[src/rtl/fmap_lane_serializer_pkg.sv]
// Shared constants and types for the 12-lane fire-stage wrappers.
// The lane serializer and its pixel FIFO import this package.
package fmap_lane_serializer_pkg;

    localparam int LANES_IN  = 12;
    localparam int LANES_OUT = 4;
    localparam int GROUPS    = 3;
    localparam int PIX_DW    = 32;

    typedef logic [LANES_IN*PIX_DW-1:0] pixel_t;

    function automatic int clog2(input int v);
        int r;
        r = 0;
        while ((1 << r) < v) r++;
        return r;
    endfunction

endpackage

[src/rtl/fmap_pixel_fifo.sv]
// Synchronous FIFO holding whole 12-lane pixels. The head entry is always visible.
// A push into a full FIFO is accepted only when a pop happens in the same cycle.
module fmap_pixel_fifo
    import fmap_lane_serializer_pkg::*;
#(
    parameter int W     = LANES_IN*PIX_DW,
    parameter int DEPTH = 4,
    localparam int AW   = clog2(DEPTH),
    localparam int CW   = AW + 1
) (
    input  logic          clk,
    input  logic          rst,
    input  logic          push,
    input  logic          pop,
    input  logic [W-1:0]  data_in,
    output logic          full,
    output logic          empty,
    output logic [CW-1:0] count,
    output logic [W-1:0]  head
);

    logic [W-1:0]  mem_q [DEPTH];
    logic [AW-1:0] wr_ptr_q, rd_ptr_q;
    logic [CW-1:0] count_q, count_d;
    logic          do_push, do_pop;

    assign do_pop  = pop && (count_q != '0);
    assign do_push = push && (!full || do_pop);

    always_comb begin
        count_d = count_q;
        case ({do_push, do_pop})
            2'b10:   count_d = count_q + 1'b1;
            2'b01:   count_d = count_q - 1'b1;
            default: count_d = count_q;
        endcase
    end

    // DEPTH is a power of two, so pointers wrap for free.
    always_ff @(posedge clk or posedge rst) begin
        if (rst) begin
            for (int i = 0; i < DEPTH; i++) mem_q[i] <= '0;
            wr_ptr_q <= '0;
            rd_ptr_q <= '0;
            count_q  <= '0;
        end else begin
            if (do_push) begin
                mem_q[wr_ptr_q] <= data_in;
                wr_ptr_q        <= wr_ptr_q + 1'b1;
            end
            if (do_pop) rd_ptr_q <= rd_ptr_q + 1'b1;
            count_q <= count_d;
        end
    end

    assign full  = (count_q == CW'(DEPTH));
    assign empty = (count_q == '0);
    assign count = count_q;
    assign head  = mem_q[rd_ptr_q];

endmodule

[src/rtl/fmap_lane_serializer.sv]
// Buffers 12-lane pixels from a non-stallable stage and replays each one as three
// 4-lane beats under valid/ready. Also counts pixels per frame and flags drops.
module fmap_lane_serializer
    import fmap_lane_serializer_pkg::*;
#(
    parameter int Datawidth        = 32,
    parameter int FIFO_Depth       = 4,
    parameter int Pixels_Per_Frame = 16
) (
    input  logic                 clk,
    input  logic                 rst,
    input  logic                 valid_in,
    input  logic [Datawidth-1:0] In_0,
    input  logic [Datawidth-1:0] In_1,
    input  logic [Datawidth-1:0] In_2,
    input  logic [Datawidth-1:0] In_3,
    input  logic [Datawidth-1:0] In_4,
    input  logic [Datawidth-1:0] In_5,
    input  logic [Datawidth-1:0] In_6,
    input  logic [Datawidth-1:0] In_7,
    input  logic [Datawidth-1:0] In_8,
    input  logic [Datawidth-1:0] In_9,
    input  logic [Datawidth-1:0] In_10,
    input  logic [Datawidth-1:0] In_11,
    input  logic                 ready_out,
    output logic                 valid_out,
    output logic [Datawidth-1:0] Out_0,
    output logic [Datawidth-1:0] Out_1,
    output logic [Datawidth-1:0] Out_2,
    output logic [Datawidth-1:0] Out_3,
    output logic [1:0]           group_idx,
    output logic                 frame_done,
    output logic                 overflow
);

    localparam int PW = LANES_IN*Datawidth;
    localparam int CW = clog2(FIFO_Depth) + 1;
    localparam int FW = clog2(Pixels_Per_Frame) + 1;

    typedef enum logic [1:0] {G0 = 2'd0, G1 = 2'd1, G2 = 2'd2} grp_e;

    grp_e                                  grp_q;
    logic [FW-1:0]                         pix_cnt_q, pix_cnt_d;
    logic                                  frame_done_q, overflow_q;
    logic [LANES_IN-1:0][Datawidth-1:0]    pix_in, head_lanes;
    logic [PW-1:0]                         head;
    logic                                  full, empty;
    logic [CW-1:0]                         fifo_count;
    logic                                  beat, pop, drop, last_pix;
    logic [3:0]                            lane_base;
    logic [LANES_OUT-1:0][Datawidth-1:0]   beat_lanes;

    assign pix_in = {In_11, In_10, In_9, In_8, In_7, In_6,
                     In_5,  In_4,  In_3, In_2, In_1, In_0};

    fmap_pixel_fifo #(
        .W     (PW),
        .DEPTH (FIFO_Depth)
    ) u_fifo (
        .clk     (clk),
        .rst     (rst),
        .push    (valid_in),
        .pop     (pop),
        .data_in (pix_in),
        .full    (full),
        .empty   (empty),
        .count   (fifo_count),
        .head    (head)
    );

    assign beat     = !empty && ready_out;
    assign pop      = beat && (grp_q == G2);
    // The upstream cannot stall, so a full FIFO without a same-cycle pop loses the pixel.
    assign drop     = valid_in && full && !pop;
    assign last_pix = (pix_cnt_q == FW'(Pixels_Per_Frame - 1));

    always_comb begin
        pix_cnt_d = pix_cnt_q;
        if (pop) pix_cnt_d = last_pix ? '0 : pix_cnt_q + 1'b1;
    end

    always_ff @(posedge clk or posedge rst) begin
        if (rst) begin
            grp_q        <= G0;
            pix_cnt_q    <= '0;
            frame_done_q <= 1'b0;
            overflow_q   <= 1'b0;
        end else begin
            if (beat) begin
                case (grp_q)
                    G0:      grp_q <= G1;
                    G1:      grp_q <= G2;
                    default: grp_q <= G0;
                endcase
            end
            pix_cnt_q    <= pix_cnt_d;
            frame_done_q <= pop && last_pix;
            if (drop) overflow_q <= 1'b1;
        end
    end

    // Beat lanes are a mux over registered head entry and group state only.
    assign head_lanes = head;
    assign lane_base  = {grp_q, 2'b00};

    always_comb begin
        beat_lanes = '0;
        if (!empty)
            for (int j = 0; j < LANES_OUT; j++)
                beat_lanes[j] = head_lanes[lane_base + 4'(j)];
    end

    assign valid_out  = (fifo_count != '0);
    assign Out_0      = beat_lanes[0];
    assign Out_1      = beat_lanes[1];
    assign Out_2      = beat_lanes[2];
    assign Out_3      = beat_lanes[3];
    assign group_idx  = grp_q;
    assign frame_done = frame_done_q;
    assign overflow   = overflow_q;

endmodule

[config.mk]
export PLATFORM = sky130hd
export DESIGN_NAME = fmap_lane_serializer
export DESIGN_NICKNAME = d
export VERILOG_FILES = /design/src/rtl/fmap_lane_serializer_pkg.sv /design/src/rtl/fmap_pixel_fifo.sv /design/src/rtl/fmap_lane_serializer.sv
export SDC_FILE = /design/constraint.sdc
export NUM_CORES = 2
export LEC_CHECK = 0
export ABC_CLOCK_PERIOD_IN_PS = 57700
export BUFFER_PORTS_ARGS = -buffer_cell sky130_fd_sc_hd__buf_4
export CORE_MARGIN = 5
export CORE_UTILIZATION = 50
export CTS_CLUSTER_DIAMETER = 50
export DETAILED_ROUTE_END_ITERATION = 10
export PLACE_DENSITY = 0.78
export SLEW_MARGIN = 20
export SYNTH_ARGS = -nofsm -noshare
export SYNTH_HDL_FRONTEND = slang
export SYNTH_SLANG_ARGS = --single-unit
[constraint.sdc]
create_clock -name clk -period 57.7 [get_ports clk]
set_input_delay 5.77 -clock clk [delete_from_list [all_inputs] [get_ports clk]]
set_output_delay 5.77 -clock clk [all_outputs]
set_load 0.005 [all_outputs]
# After elaboration in Yosys (flattened, before gate mapping)
# Index checks and enable logic that the tools add are counted.
# Widths: inputs -> output; s select.
word_totals:
  ff_bits: 1552
  input_bits: 388
  out_inout_bits: 133
  wordCells: 68
classes:
  n_addsub: 8
  order_cmp: 7
  eq_ne: 6
  muxes: 18
  bitwise_logic: 2
  n_reduce_logical: 16
ops:
  columns: ["op", "count"]
  rows:
  - ["$bwmux 1536", 1]
  - ["$mux 384", 3]
  - ["$bmux 384 s2", 1]
  - ["$demux 384 s2", 1]
  - ["$bmux 32 s4", 3]
  - ["$mux 128", 1]
  - ["$mux 32", 4]
  - ["$bmux 32 s2", 1]
  - ["$lt 4x5->1 const B", 4]
  - ["$add 4x2->4 const B", 2]
  - ["$logic_and 1x1->1", 8]
  - ["$ge 3x3->1 const B", 2]
  - ["$not 2->3", 2]
  - ["$pmux 3 s2", 1]
  - ["$add 5x1->5 const B", 1]
  - ["$eq 5x4->1 const B", 1]
  - ["$mux 5", 1]
  - ["$add 2x1->2 const B", 2]
  - ["$add 4x1->4 const B", 1]
  - ["$eq 2x1->1 const B", 2]
  - ["$eq 2x2->1 const B", 2]
  - ["$pmux 2 s2", 1]
  - ["$add 3x1->3 const B", 1]
  - ["$eq 3x3->1 const B", 1]
  - ["8 further kinds", 10]

# Depth between registers and ports, before layout
depth:
  ltp_word: 9
  depth_mapped: 10
  ltp_nobuf: 9

# Hierarchy
# From an unflattened synthesis, not the netlist that was laid out.
unflattened:
  hier_cells: 4359
  hier_area_um2: 71095.7
by_module_without_submodules:
  columns: ["mod", "n_inst", "cells_per_inst", "area_each_um2", "seq_area_each_um2"]
  rows:
  - ["fmap_pixel_fifo", 1, 3752, 67051.8, 38612.0]
  - ["fmap_lane_serializer", 1, 607, 4043.9, 225.2]

# Least setup slack after synthesis
# No wires, ideal clock.
synth_timing:
  kind: "flip-flop to output port"
  start: "register u_fifo.rd_ptr_q[0]"
  end: "output Out_0[10]"
  t_arrival_ps: 2015
  required_ps: 51930
  slack_ps: 49915
  stages_incl_launch_ff: 7
  n_path_buf: 4
  cell_sequence: "dfrtp_1 -> clkbuf_1 -> buf_2 -> buf_2 -> buf_2 -> mux4_2 -> a221o_1"
synth_via:
  elab_chain_cells: 7
synth_lines:
  columns: ["item", "line_no", "text"]
  rows:
  - ["start: declaration", "fmap_pixel_fifo.sv:23", "logic [AW-1:0] wr_ptr_q, rd_ptr_q;"]
  - ["start signal: assignment", "fmap_pixel_fifo.sv:51", "if (do_pop) rd_ptr_q <= rd_ptr_q + 1'b1;"]
  - ["$not 2->3 (implied by the code)", "fmap_pixel_fifo.sv:59", "assign head = mem_q[rd_ptr_q];"]
  - ["$bmux 384 s2", "fmap_pixel_fifo.sv:59", null]
  - ["$mux 384 (implied by the code) (2 in series)", "fmap_pixel_fifo.sv:59", null]
  - ["$bmux 32 s2", "fmap_lane_serializer.sv:110", "beat_lanes[j] = head_lanes[lane_base + 4'(j)];"]
  - ["$mux 32 (implied by the code)", "fmap_lane_serializer.sv:110", null]
  - ["$mux 128", "fmap_lane_serializer.sv:108", "if (!empty)"]
  - ["end: declaration", "fmap_lane_serializer.sv:27", "output logic [Datawidth-1:0] Out_0,"]
# No other way between the ends. The select of a mux whose other input is x is not followed.

# Final worst setup path
layout_timing:
  start: "register u_fifo.rd_ptr_q[0]"
  end: "output Out_0[9]"
# Same word-level chain as after synthesis.

==> reports/qor.txt <==
Clk Latency, worst-skew pair: 0.79 ns
Post-Syn Nets: 4502
Seq/Total Area, Yosys: 0.556
Antenna viol nets, final: 0
Worst Path Required: 51.93 ns
CP Launch Type: flop
Min-delay src: u_fifo.mem_q[571]$_DFFE_PP0P_
IO Port Bufs: 520
Flop2flop setup slack: 52.33 ns
Final Hold Vio Count: 0
R2R Path Start: u_fifo.count[0]$_DFFE_PP0P_
Max Fclk: 91.6 MHz
Global-route wire length before repair: 260000 um
Largest fanout on the critical path: 109
Vias: 38734
Worst r2r dst: u_fifo.mem_q[958]$_DFFE_PP0P_
Detailed Route Iter0 Violations: 2213
Post_cts resized: 0
Slew margin rel.: 0.233
Drt wl/cell: 25.2 um
Clock sink count: 1552
Post-synth EDFFs: 0
Layout filler cell count: 10628
CP Capture Type: primary output
Min cycle time layout: 10.92 ns
CTS Buffer Depth: 3
Final setup fails: 0
Detailed Route WL: 166000 um
Die Wd: 384 um
Overflow after GRT: 0
CP arrival: 5.15 ns
Place WS: 47.11 ns
Crit Path Class: flop to primary output
Initial cell density of the core: 0.502
Largest net degree at the start of global routing: 186
I/O pin cnt: 521
Worst-case hold path end point: u_fifo.mem_q[571]$_DFFE_PP0P_
Setup TNS: 0 ns
Total die area: 147000 um^2
Layout area overhead: 14.7%
TritonCTS clock tree: yes
Die extent in y: 384 um
Post-route clock period utilization: 0.189
Number of distinct library cells after synthesis: 39
Syn avg cell area: 17.0 um^2
R2R cell count: 7
Worst min path class: flop to flop
Total track usage: 0.228
Crit path launch: u_fifo.rd_ptr_q[0]$_DFFE_PP0P_
RePlAce Congestion: 0.767
Yosys warning count: 0
Final Worst Setup Slack: 46.78 ns
Final Skew: 0.0299 ns
Worst slew pin tran: 1.15 ns
Root buffer cell: clkbuf_16
Post-CTS Setup Bufs: 0
Status: finished, final reports clean
Vias/cell: 5.88
Pins Over Slew Limit: 0
Htree depth: 4
Placeable core region: 139000 um^2
Clk slew on worst S/H paths: 0.06 ns
Static leakage: 34.5 nW
Detailed Place HPWL: 102000 um
Syn Inst Count: 4107
Vias in the first global route: 42561
Drc violations: 0
Asr flop ratio synth: 1.00
CTS Buf Count: 170
Mapped cell area: 69800 um^2
Final net count: 4938
Drt first pass iters: 5
Max_cap viols: 0
Synth Flop Type: dfrtp_1
Peak VDD IR: 0.0000833 V
WHS Path Cells: 1
Cell area power density: 62.6 nW/um^2
Post-CTS Hold Buffers: 0
FF+latch count, synth: 1552
Antenna violations before repair: 56
Layout cells sized above 1: 0.333
RSZ-0062 raised after global routing: no
FP Rows: 137
registers in the layout, summed over array words and instances, names as in the netlist:
| name | cells |
|---|---|
| u_fifo.wr_ptr_q | 2 |
| overflow | 1 |
| u_fifo.rd_ptr_q | 2 |
| frame_done | 1 |
| pix_cnt_q | 5 |
| group_idx | 2 |
| u_fifo.count | 3 |
| u_fifo.mem_q | 1536 |
final cells by class:
type	count	area (um^2)	share of cell area
Clock inverter	73	915	0.0114
Timing Repair Buffer	579	4540	0.0567
Multi-Input combinational cell	2232	28500	0.356
Clock buffer	232	4780	0.0597
Sequential cell	1552	38800	0.485
Inverter	8	37.5	0.000469
Tap cell	1876	2350	0.0293
Antenna cell	39	97.6	0.00122
cell usage in the layout (no fill, tap or decap), types with 13 or more instances in the layout:
cell,n
clkbuf_1,34
buf_12,13
mux2_2,314
a221o_1,127
clkinv_2,32
clkbuf_16,171
and3_1,127
clkbuf_8,27
mux4_2,384
mux2_1,1223
buf_4,561
dfrtp_1,1550
diode_2,39
cells by family (layout without fill, tap and decap cells):
kind of cell             Yosys count  in the layout  share of synthesized area
adder cells (fa/ha/maj)            7              7                    0.00136
XOR/XNOR                           7              7                   0.000878
flip-flops                      1552           1552                      0.556
other                              0             39                          0
AND/OR/NAND/NOR                  153            153                     0.0135
AO/OA/AOI/OAI                    141            141                     0.0205
buffers and inverters            323            892                     0.0357
multiplexers                    1924           1924                      0.372
worst max-delay path by stage:
stage,end,slack [ns]
CTS,Out_0[9],46.60
finish,Out_0[9],46.78
global placement,u_fifo.mem_q[1107]$_DFFE_PP0P_,47.11
floorplan,frame_done$_DFF_PP0_,8.14
global route,Out_0[9],46.38
detailed placement,u_fifo.mem_q[1099]$_DFFE_PP0P_,47.11
where the power goes:
| group | switching, mW | total, mW | internal (mW) | leakage [nW] |
|---|---|---|---|---|
| clock network | 0.452 | 1.08 | 0.632 | 2.78 |
| registers | 0.288 | 1.94 | 1.65 | 18.4 |
| logic | 0.860 | 1.99 | 1.13 | 13.3 |
cell usage after synthesis (all sizes together) (2+ instances only):
master  number  area share
nor2         3     0.00016
nor2b        4     0.00036
dfrtp     1552        0.56
and3b        2     0.00025
buf        246       0.032
clkbuf      69      0.0037
xnor2        5     0.00063
a221o      127       0.018
mux2i        3     0.00043
o21ai        3     0.00021
mux4       384        0.12
a21o         2     0.00021
o211ai       4      0.0012
and3       127       0.011
nand2        4     0.00021
inv          8     0.00043
mux2      1537        0.25
nand3        5     0.00036
xor2         2     0.00025
ha           6      0.0011
critical path: stages (launching register included):
cell and delay, ns:
dfrtp_4 0.80, buf_12 0.64, buf_4 0.73, buf_4 0.69, mux4_2 0.57, and3_1 0.19, a221o_1 0.34, buf_4 0.17
per-stage QoR:
stage          hold slack (ns)  cells  total power, mW   util  instance area [um^2]
6_report                 0.484   6591             5.01  0.575                 80100
5_1_grt                  0.494   6580             5.30  0.575                 80100
3_3_place_gp             0.468   6245             3.87  0.533                 74200
2_1_floorplan            0.451   4107             3.35      -                 69800
3_5_place_dp             0.475   6246             3.96  0.534                 74300
4_1_cts                  0.488   6551             5.06  0.574                 80000
routing by layer:
layer	track usage	vias up	part of all wire
met1	0.314	21048	0.43
met2	0.352	884	0.48
met3	0.0639	243	0.067
li1	-	16525	-
met4	0.0770	34	0.023
met5	0.00628	-	0.0013
(Power assumes the default switching activity.)
